**src/rtl/nonce_sweep_ctrl_if.sv**
```systemverilog
// Launch/result handshake between the nonce sweep controller (master) and the
// two-phase SHA-256 core (slave).
interface nonce_sweep_ctrl_if;
  logic        core_start;
  logic [31:0] core_inh     [8];
  logic [31:0] core_message [4];
  logic        core_done;
  logic [31:0] core_outs    [8];

  modport master (output core_start, core_inh, core_message,
                  input  core_done, core_outs);
  modport slave  (input  core_start, core_inh, core_message,
                  output core_done, core_outs);
endinterface

```
**src/rtl/nonce_sweep_ctrl.sv**
```systemverilog
// Sweeps NUM_NONCES nonces through the SHA-256 core and reports the best hit
// against a 32-bit target. Define NONCE_EARLY_EXIT_EN to stop at the first hit.
module nonce_sweep_ctrl #(
  parameter int NUM_NONCES = 16
) (
  input  logic        clk,
  input  logic        reset_n,
  input  logic        start,
  input  logic [31:0] midstate [8],
  input  logic [31:0] tail     [3],
  input  logic [31:0] nonce_base,
  input  logic [31:0] target,
  nonce_sweep_ctrl_if.master core,
  output logic        busy,
  output logic        done,
  output logic        found,
  output logic [31:0] found_nonce,
  output logic [31:0] found_hash [8],
  output logic [15:0] tried
);

  typedef enum logic [2:0] {IDLE, LAUNCH, WAIT_LO, WAIT_HI, CHECK, FINISH} state_e;

  localparam logic [15:0] NumLast = 16'(NUM_NONCES);

  state_e      state_q, state_d;
  logic [31:0] midstate_q [8], midstate_d [8];
  logic [31:0] tail_q [3], tail_d [3];
  logic [31:0] target_q, target_d;
  logic [31:0] nonce_q, nonce_d;
  logic [31:0] hash_q [8], hash_d [8];
  logic        found_q, found_d;
  logic [31:0] found_nonce_q, found_nonce_d;
  logic [31:0] found_hash_q [8], found_hash_d [8];
  logic [15:0] tried_q, tried_d;

  logic is_hit, take_hit, last;

  assign is_hit = hash_q[0] < target_q;

`ifdef NONCE_EARLY_EXIT_EN
  assign take_hit = is_hit;
  assign last     = ((tried_q + 16'd1) == NumLast) || is_hit;
`else
  // Strict compare keeps the earliest nonce when two hashes tie.
  assign take_hit = is_hit && (!found_q || (hash_q[0] < found_hash_q[0]));
  assign last     = (tried_q + 16'd1) == NumLast;
`endif

  // NOTE: sequential state uses non-blocking assignments so every register
  // samples the pre-edge values regardless of statement order.
  // NOTE: the arrays are reset because they feed core_inh/found_hash directly,
  // which must read zero out of reset.
  always_ff @(posedge clk) begin
    if (!reset_n) begin
      state_q       <= IDLE;
      midstate_q    <= '{default: '0};
      tail_q        <= '{default: '0};
      target_q      <= '0;
      nonce_q       <= '0;
      hash_q        <= '{default: '0};
      found_q       <= 1'b0;
      found_nonce_q <= '0;
      found_hash_q  <= '{default: '0};
      tried_q       <= '0;
    end else begin
      state_q       <= state_d;
      midstate_q    <= midstate_d;
      tail_q        <= tail_d;
      target_q      <= target_d;
      nonce_q       <= nonce_d;
      hash_q        <= hash_d;
      found_q       <= found_d;
      found_nonce_q <= found_nonce_d;
      found_hash_q  <= found_hash_d;
      tried_q       <= tried_d;
    end
  end

  always_comb begin
    state_d = state_q;
    unique case (state_q)
      IDLE:    if (start) state_d = LAUNCH;
      LAUNCH:  if (core.core_done) state_d = WAIT_LO;
      WAIT_LO: if (!core.core_done) state_d = WAIT_HI;
      WAIT_HI: if (core.core_done) state_d = CHECK;
      CHECK:   state_d = last ? FINISH : LAUNCH;
      FINISH:  state_d = IDLE;
      default: state_d = IDLE;
    endcase
  end

  // NOTE: every _d starts from its _q so no path leaves a latch behind.
  always_comb begin
    midstate_d    = midstate_q;
    tail_d        = tail_q;
    target_d      = target_q;
    nonce_d       = nonce_q;
    hash_d        = hash_q;
    found_d       = found_q;
    found_nonce_d = found_nonce_q;
    found_hash_d  = found_hash_q;
    tried_d       = tried_q;
    case (state_q)
      IDLE: if (start) begin
        midstate_d    = midstate;
        tail_d        = tail;
        target_d      = target;
        nonce_d       = nonce_base;
        found_d       = 1'b0;
        found_nonce_d = '0;
        found_hash_d  = '{default: '0};
        tried_d       = '0;
      end
      WAIT_HI: if (core.core_done) hash_d = core.core_outs;
      CHECK: begin
        tried_d = tried_q + 16'd1;
        nonce_d = nonce_q + 32'd1;
        if (take_hit) begin
          found_d       = 1'b1;
          found_nonce_d = nonce_q;
          found_hash_d  = hash_q;
        end
      end
      default: ;
    endcase
  end

  // Strobes decode straight from state so a reset edge drops them at once.
  always_comb begin
    core.core_start   = (state_q == LAUNCH) && core.core_done;
    busy              = state_q != IDLE;
    done              = state_q == FINISH;
    core.core_inh     = midstate_q;
    core.core_message = '{tail_q[0], tail_q[1], tail_q[2], nonce_q};
  end

  assign found       = found_q;
  assign found_nonce = found_nonce_q;
  assign found_hash  = found_hash_q;
  assign tried       = tried_q;

endmodule

```
**src/flat_wrapper.sv**
```systemverilog
// flat-port wrapper written by rule: the top's interface ports become plain ports
module nonce_sweep_ctrl_flat 
#(
  parameter int NUM_NONCES = 16
)
  (clk, reset_n, start, midstate, tail, nonce_base, target, busy, done, found, found_nonce, found_hash, tried, core_core_start, core_core_inh, core_core_message, core_core_done, core_core_outs);
  nonce_sweep_ctrl_if core_i ();
  input  logic clk;
  input  logic reset_n;
  input  logic start;
  input  logic [31:0] midstate[8];
  input  logic [31:0] tail[3];
  input  logic [31:0] nonce_base;
  input  logic [31:0] target;
  output logic busy;
  output logic done;
  output logic found;
  output logic [31:0] found_nonce;
  output logic [31:0] found_hash[8];
  output logic [15:0] tried;
  output wire logic [$bits(core_i.core_start)-1:0] core_core_start;
  output wire logic [$bits(core_i.core_inh)-1:0] core_core_inh;
  output wire logic [$bits(core_i.core_message)-1:0] core_core_message;
  input wire logic [$bits(core_i.core_done)-1:0] core_core_done;
  input wire logic [$bits(core_i.core_outs)-1:0] core_core_outs;
  assign core_core_start = core_i.core_start;
  assign core_core_inh = {>>{core_i.core_inh}};
  assign core_core_message = {>>{core_i.core_message}};
  assign core_i.core_done = core_core_done;
  assign core_i.core_outs = {>>{core_core_outs}};
  nonce_sweep_ctrl #(.NUM_NONCES(NUM_NONCES)) u_core (.clk(clk), .reset_n(reset_n), .start(start), .midstate(midstate), .tail(tail), .nonce_base(nonce_base), .target(target), .core(core_i), .busy(busy), .done(done), .found(found), .found_nonce(found_nonce), .found_hash(found_hash), .tried(tried));
endmodule
```
**config.mk**
```make
export PLATFORM = sky130hd
export DESIGN_NAME = nonce_sweep_ctrl_flat
export DESIGN_NICKNAME = d
export VERILOG_FILES = /design/src/rtl/nonce_sweep_ctrl_if.sv /design/src/rtl/nonce_sweep_ctrl.sv /design/src/flat_wrapper.sv
export SDC_FILE = /design/constraint.sdc
export NUM_CORES = 2
export LEC_CHECK = 0
export ABC_AREA = 1
export BUFFER_PORTS_ARGS = -buffer_cell sky130_fd_sc_hd__clkbuf_2
export CORE_AREA = 2 2 540 542
export DETAILED_ROUTE_END_ITERATION = 7
export DIE_AREA = 0 0 542 544
export PLACE_DENSITY_LB_ADDON = 0.15
export SETUP_SLACK_MARGIN = 0.4
export SYNTH_ARGS = -nofsm -noshare
export SYNTH_HDL_FRONTEND = slang
export SYNTH_SLANG_ARGS = --single-unit
```
**constraint.sdc**
```tcl
create_clock -name clk -period 2.2 [get_ports clk]
set_clock_uncertainty 0.1 [all_clocks]
set_input_delay 0.33 -clock clk [delete_from_list [all_inputs] [get_ports clk]]
set_output_delay 0.33 -clock clk [all_outputs]
set_load 0.02 [all_outputs]
```
; ---- Word level (Yosys, flattened, before mapping)
; Index checks and enable logic that the tools add are counted.
[word_totals]
mem_count = 0
regBits = 980
latch_bits = 0
output_inout_bits = 692
in_bits = 676
mem_bits_rw = 0
mem_bits_ro = 0
[classes]
n_reduce_logical = 12
n_eq_ne = 11
magnitude_cmp = 2
shifts = 0
n_mux = 19
bitwise = 0
addsub = 2
div = 0
mul = 0
[ops]
columns = operator, count
row1 = two-way mux 256 bit, 2
row2 = one-hot mux 256 bit (2 select lines), 1
row3 = one-hot mux 32 bit (2 select lines), 2
row4 = two-way mux 32 bit, 3
row5 = less-than comparator 32 bit, 2
row6 = adder 32 x 1 -> 32 bit (second input constant), 1
row7 = one-hot mux 16 bit (2 select lines), 1
row8 = adder 16 x 1 -> 16 bit (second input constant), 1
row9 = == test 16 x 5 -> 1 bit (second input constant), 1
row10 = two-way mux 16 bit, 1
row11 = two-way mux 3 bit, 5
row12 = one-hot mux 3 bit (5 select lines), 1
row13 = != test 2 bit (second input constant), 4
row14 = == test 3 x 2 -> 1 bit (second input constant), 2
row15 = == test 3 bit (second input constant), 2
row16 = AND reduction 2 bit, 3
row17 = AND reduction 4 bit, 1
row18 = == test 3 x 1 -> 1 bit (second input constant), 1
row19 = zero test 3 bit, 1
row20 = AND reduction 3 bit, 1
row21 = nonzero test 3 bit, 1
row22 = logical AND 1 bit, 2
row23 = two-way mux 1 bit, 2
row24 = != test 2 x 1 -> 1 bit (second input constant), 1
row25 = 4 further kinds, 4

; ---- Logic depth before layout (Yosys ltp)
[depth]
depth_word = 5
ltp_mapped = 19

; ---- Worst setup path after synthesis
; Ideal clock, no wire load.
[synth_timing]
path_kind = flip-flop to flip-flop
from = register u_core.found_hash_q (netlist bit u_core.found_hash[229])
to = register u_core.found_hash_q (netlist bit u_core.found_hash[10])
stages_incl_launch_ff = 16
required_time_ns = 2.030
period_less_slack_ns = 2.438
slack_ns = -0.238
n_path_buf = 2
t_arrival_ns = 2.267
cell_sequence = dfxtp_1 -> inv_1 -> ha_1 -> a21oi_1 -> nor2_1 -> nor3_1 -> nand2_1 -> nand2_1 -> nand2_1 -> nand2_1 -> nand2_1 -> nand2_1 -> clkbuf_1 -> clkbuf_1 -> nand3_1 -> a21oi_1
[synth_between]
elab_chain_len = 5
[synth_lines]
columns = element, line_no
row1 = "start, declared", nonce_sweep_ctrl.sv:34  ; logic [31:0] found_hash_q [8], found_hash_d [8];
row2 = "start signal, assigned", nonce_sweep_ctrl.sv:75  ; found_hash_q <= found_hash_d;
row3 = less-than comparator 32 bit, nonce_sweep_ctrl.sv:46  ; assign take_hit = is_hit && (!found_q || (hash_q[0] < found_hash_q[0]));
row4 = logical OR 1 bit, nonce_sweep_ctrl.sv:46
row5 = logical AND 1 bit, nonce_sweep_ctrl.sv:46
row6 = != test 2 x 1 -> 1 bit (no line), n/a
row7 = AND reduction 3 bit (no line), n/a
; Every way passes these cells.
; A chain may end at the register's enable or synchronous reset.

; ---- Worst setup path in the final report
[layout_timing]
from = register u_core.hash_q[241] (netlist name)
to = register u_core.found_hash_q (netlist bit u_core.found_hash[57])
[layout_between]
elab_chain_len = 5
elab_cells_between_ends = 6
cone_classes = order compare (2) / eq/ne (1) / reduce/logical (3)
[layout_lines]
columns = element, line_no
row1 = "start, declared", nonce_sweep_ctrl.sv:31  ; logic [31:0] hash_q [8], hash_d [8];
row2 = "start signal, assigned", nonce_sweep_ctrl.sv:72  ; hash_q <= hash_d;
row3 = less-than comparator 32 bit, nonce_sweep_ctrl.sv:46
row4 = logical OR 1 bit, nonce_sweep_ctrl.sv:46
row5 = logical AND 1 bit *, nonce_sweep_ctrl.sv:46
row6 = != test 2 x 1 -> 1 bit (no line) *, n/a
row7 = AND reduction 3 bit (no line) *, n/a
; Mark *: on every way between the ends. The rest lies on a longest branch, timed or not.

==> summary.txt <==
Floorplan
  – Initial Util: 12.95%
  – DIE AREA: 294,800 µm²
  – Die height: 544 µm
  – # IOs: 1,368
  – Placeable Area: 289,400 µm²
  – Die X: 542 µm
  – Rows: 198

Synthesis
  – Synth Register Bits: 980
  – Mapped Cells: 4,841
  – Yosys top cell area share: 52.35%
  – Top-count cell post-synth: dfxtp_1
  – Synth area leaders: dfxtp_1 52%, nand3_1 12%, a21oi_1 8.5%
  – EDFF count, synth: 0
  – Top_reg_cell synth: dfxtp_1
  – Most common library cells after synthesis: 980 x dfxtp_1, 871 x nand3_1, 777 x nor2_1
  – Yosys cell types: 37
  – Syn Area/Cell: 7.742 µm²
  – Yosys warning count: 0
  – Sequential area share after synthesis: 52.35%
  – Synth async-reset ratio: 0%
  – Synth area leader: dfxtp_1
  – Post-synthesis cell area: 37,480 µm²
  – Syn_nets: 5,581

Placement
  – GPL Wtd Cong: 0.8569
  – IO Port Bufs: 1,367
  – DPL Wire Length: 198,500 µm

Run
  – MaxCap Viol Count: 0

Finish
  – Finished Core Util: 23.63%
  – Layout area overhead: 82.43%
  – Proportion of layout cells with a drive suffix above 1: 36.38%
  – NumNets Final: 7,874

Drt
  – WL final: 269,400 µm
  – DRC violations left: 0
  – Iter 0 DRT Violations: 2,370
  – Pre-Repair DR Iteration Count: 5
  – Post-DRT Antenna Nets: 0
  – DR WL/cell: 24.34 µm
  – Via count: 44,430
  – Vias per inst: 4.015

Worst setup path
  – CP peak stage delay: 0.37 ns
  – WP buf/inv: 5
  – Required @ worst endpoint: 2.76 ns
  – Crit-path most repeated cell: buf_12
  – Critical Path Start Type: register
  – Slowest cell on crit path: dfxtp_1
  – Cell family with most CP delay: buffers and inverters
  – Crit path capture type: register
  – Crit-path cells: buf_4, ha_4, a21oi_1, o21ai_1, nand2_1, nand3_1, a21oi_2, nand2_4, nand2_8, nand2_8, buf_12, buf_12, buf_12, buf_16, nand3_2, a21oi_2
  – Crit path kind: register to register
  – Critical Path AT: 3.22 ns
  – Worst Path Max Fanout: 6

GRT
  – All-layer global routing usage: 16.92%
  – Number of global-route vias before repair: 44,630
  – Aggregate global routing overflow: 0
  – Largest net degree at the start of global routing: 124
  – Initial antenna violation count: 107
  – First-pass GRT wire length: 357,400 µm

Timing
  – RSZ-0062 raised after global routing: true
  – Max transition margin: 47.80%
  – Final Hold Viols: 0
  – Setup tns final: -105.06 ns
  – Fin crit share: 121.2%
  – Final worst slack: -0.4654 ns
  – Tmin final: 2.665 ns
  – Worst-margin pin slew: 0.7831 ns
  – Fin. max-slew vios: 0
  – Setup Viol. Count Final: 294
  – Highest clock rate: 375.2 MHz

CTS
  – # clock sinks: 980
  – CTS max path bufs: 4
  – Root Buffer: clkbuf_16
  – H-tree Lvls: 4
  – CTS tree: done
  – Clk_lat worst skew: 0.82 ns
  – Worst-path clk slew: 0.05 ns
  – TritonCTS Buffers: 140

Hold path
  – Hold Path Class: primary input to register

Power and ir drop
  – Max rail drop VDD: 0.4900 mV
  – PD cells: 1079 nW/µm²
  – LEAKAGE: 27.78 nW

Outcome
  – Status: finished with violations
  – Failing checks: setup timing
==> layer usage <==
layer / wire length [µm] / up-vias / track usage [%]
li1: - / 21020 / -
met3: 23550 / 414 / 6.347
met5: 60 / - / 0
met1: 106700 / 21480 / 19.23
met2: 132100 / 1504 / 29.71
met4: 6900 / 10 / 4.024
==> where the power goes <==
part	internal (mW)	total [mW]	leakage [nW]	switching, mW
logic	10.5	28.9	17.6	18.4
registers	20.6	22.3	8.01	1.72
clock network	13.2	22.5	2.16	9.32
==> placed cells by master, fill, tap and decap left out, types with 30 or more instances in the layout <==
master         instances
clkbuf_16            171
dlygate4sd3_1        677
buf_12               107
buf_16                37
ha_1                  48
nand2_1              404
clkbuf_1              40
o21ai_0              406
clkbuf_2            1365
nand3_1              637
nor2_1               761
a21oi_2              157
nand3_4               65
diode_2               35
buf_4                317
dfxtp_2               30
inv_1                119
dfxtp_1              927
a21oi_1              481
nand3_2              169
==> logic make-up after synthesis <==
family	count (synthesis)	synth area share, %
and+or+nand+nor	2132	24.57
AOI/OAI and AO/OA	1089	14.76
DFF	980	52.35
buffers and inverters	554	5.675
adders and majority gates	64	2.137
xor gates and xnor gates	22	0.5141
==> worst reg2reg max path, stage by stage (launching register included) <==
cell and delay (ns):
dfxtp_1 0.37, buf_4 0.15, ha_4 0.20, a21oi_1 0.14, o21ai_1 0.09, nand2_1 0.07
nand3_1 0.13, a21oi_2 0.19, nand2_4 0.09, nand2_8 0.11, nand2_8 0.13, buf_12 0.18
buf_12 0.17, buf_12 0.13, buf_16 0.13, nand3_2 0.07, a21oi_2 0.05
==> through the flow <==
stage          std cells  hold WS [ns]  setup WS, ns  power [mW]  cell area, µm²
3_3_place_gp        9995        0.3486       -0.7931       45.24           51630
5_1_grt            11050       0.06386       -0.5636       77.52           68340
4_1_cts            10960       0.01944       -0.4581       71.90           64780
6_report           11070        0.1140       -0.4654       73.74           68370
2_1_floorplan       4841        0.3244       0.08625       32.86           37850
3_5_place_dp        9995        0.3520       -0.7569       45.09           51630
==> area by class of cell <==
type	count	area [µm²]
flip-flops and latches	980	19740
diodes	35	87.58
well taps	3800	4755
inverters	134	520.5
fillers	32130	221000
clock buffers	206	4045
multi-input cells	3307	18470
repair buffers	2571	20410
clock inverters	32	349.1
==> worst paths after layout <==
kind,from,end,slack (ns),cells past startpoint
max,u_core.hash_q[241],u_core.found_hash[57],-0.47,16
min,core_core_done,u_core.hash_q[93],0.11,5
max reg2reg,u_core.hash_q[241],u_core.found_hash[57],-0.47,16
min reg2reg,u_core.hash_q[130],u_core.hash_q[130],0.36,2
==> flip-flops by register name (all words and copies together) (netlist names) <==
name	cells
u_core.hash_q	256
u_core.target_q	32
u_core.nonce_q	32
u_core.core.core_inh	256
u_core.state_q	3
u_core.core.core_message	96
u_core.tried	16
u_core.found_hash	256
u_core.found_nonce	32
u_core.found	1
==> timing repair <==
item / 4_1_cts / 5_1_grt
gates cloned: 24 / 33
buffers inserted: 25 / 37
pin swaps: 23 / 138
resized for setup: 224 / 513
endpoints found under the hold margin: 683 / 0
setup endpoints to repair: 1660 / 1662
hold buffers: 678 / 0
No activity file was read; power rests on OpenSTA's default activity.
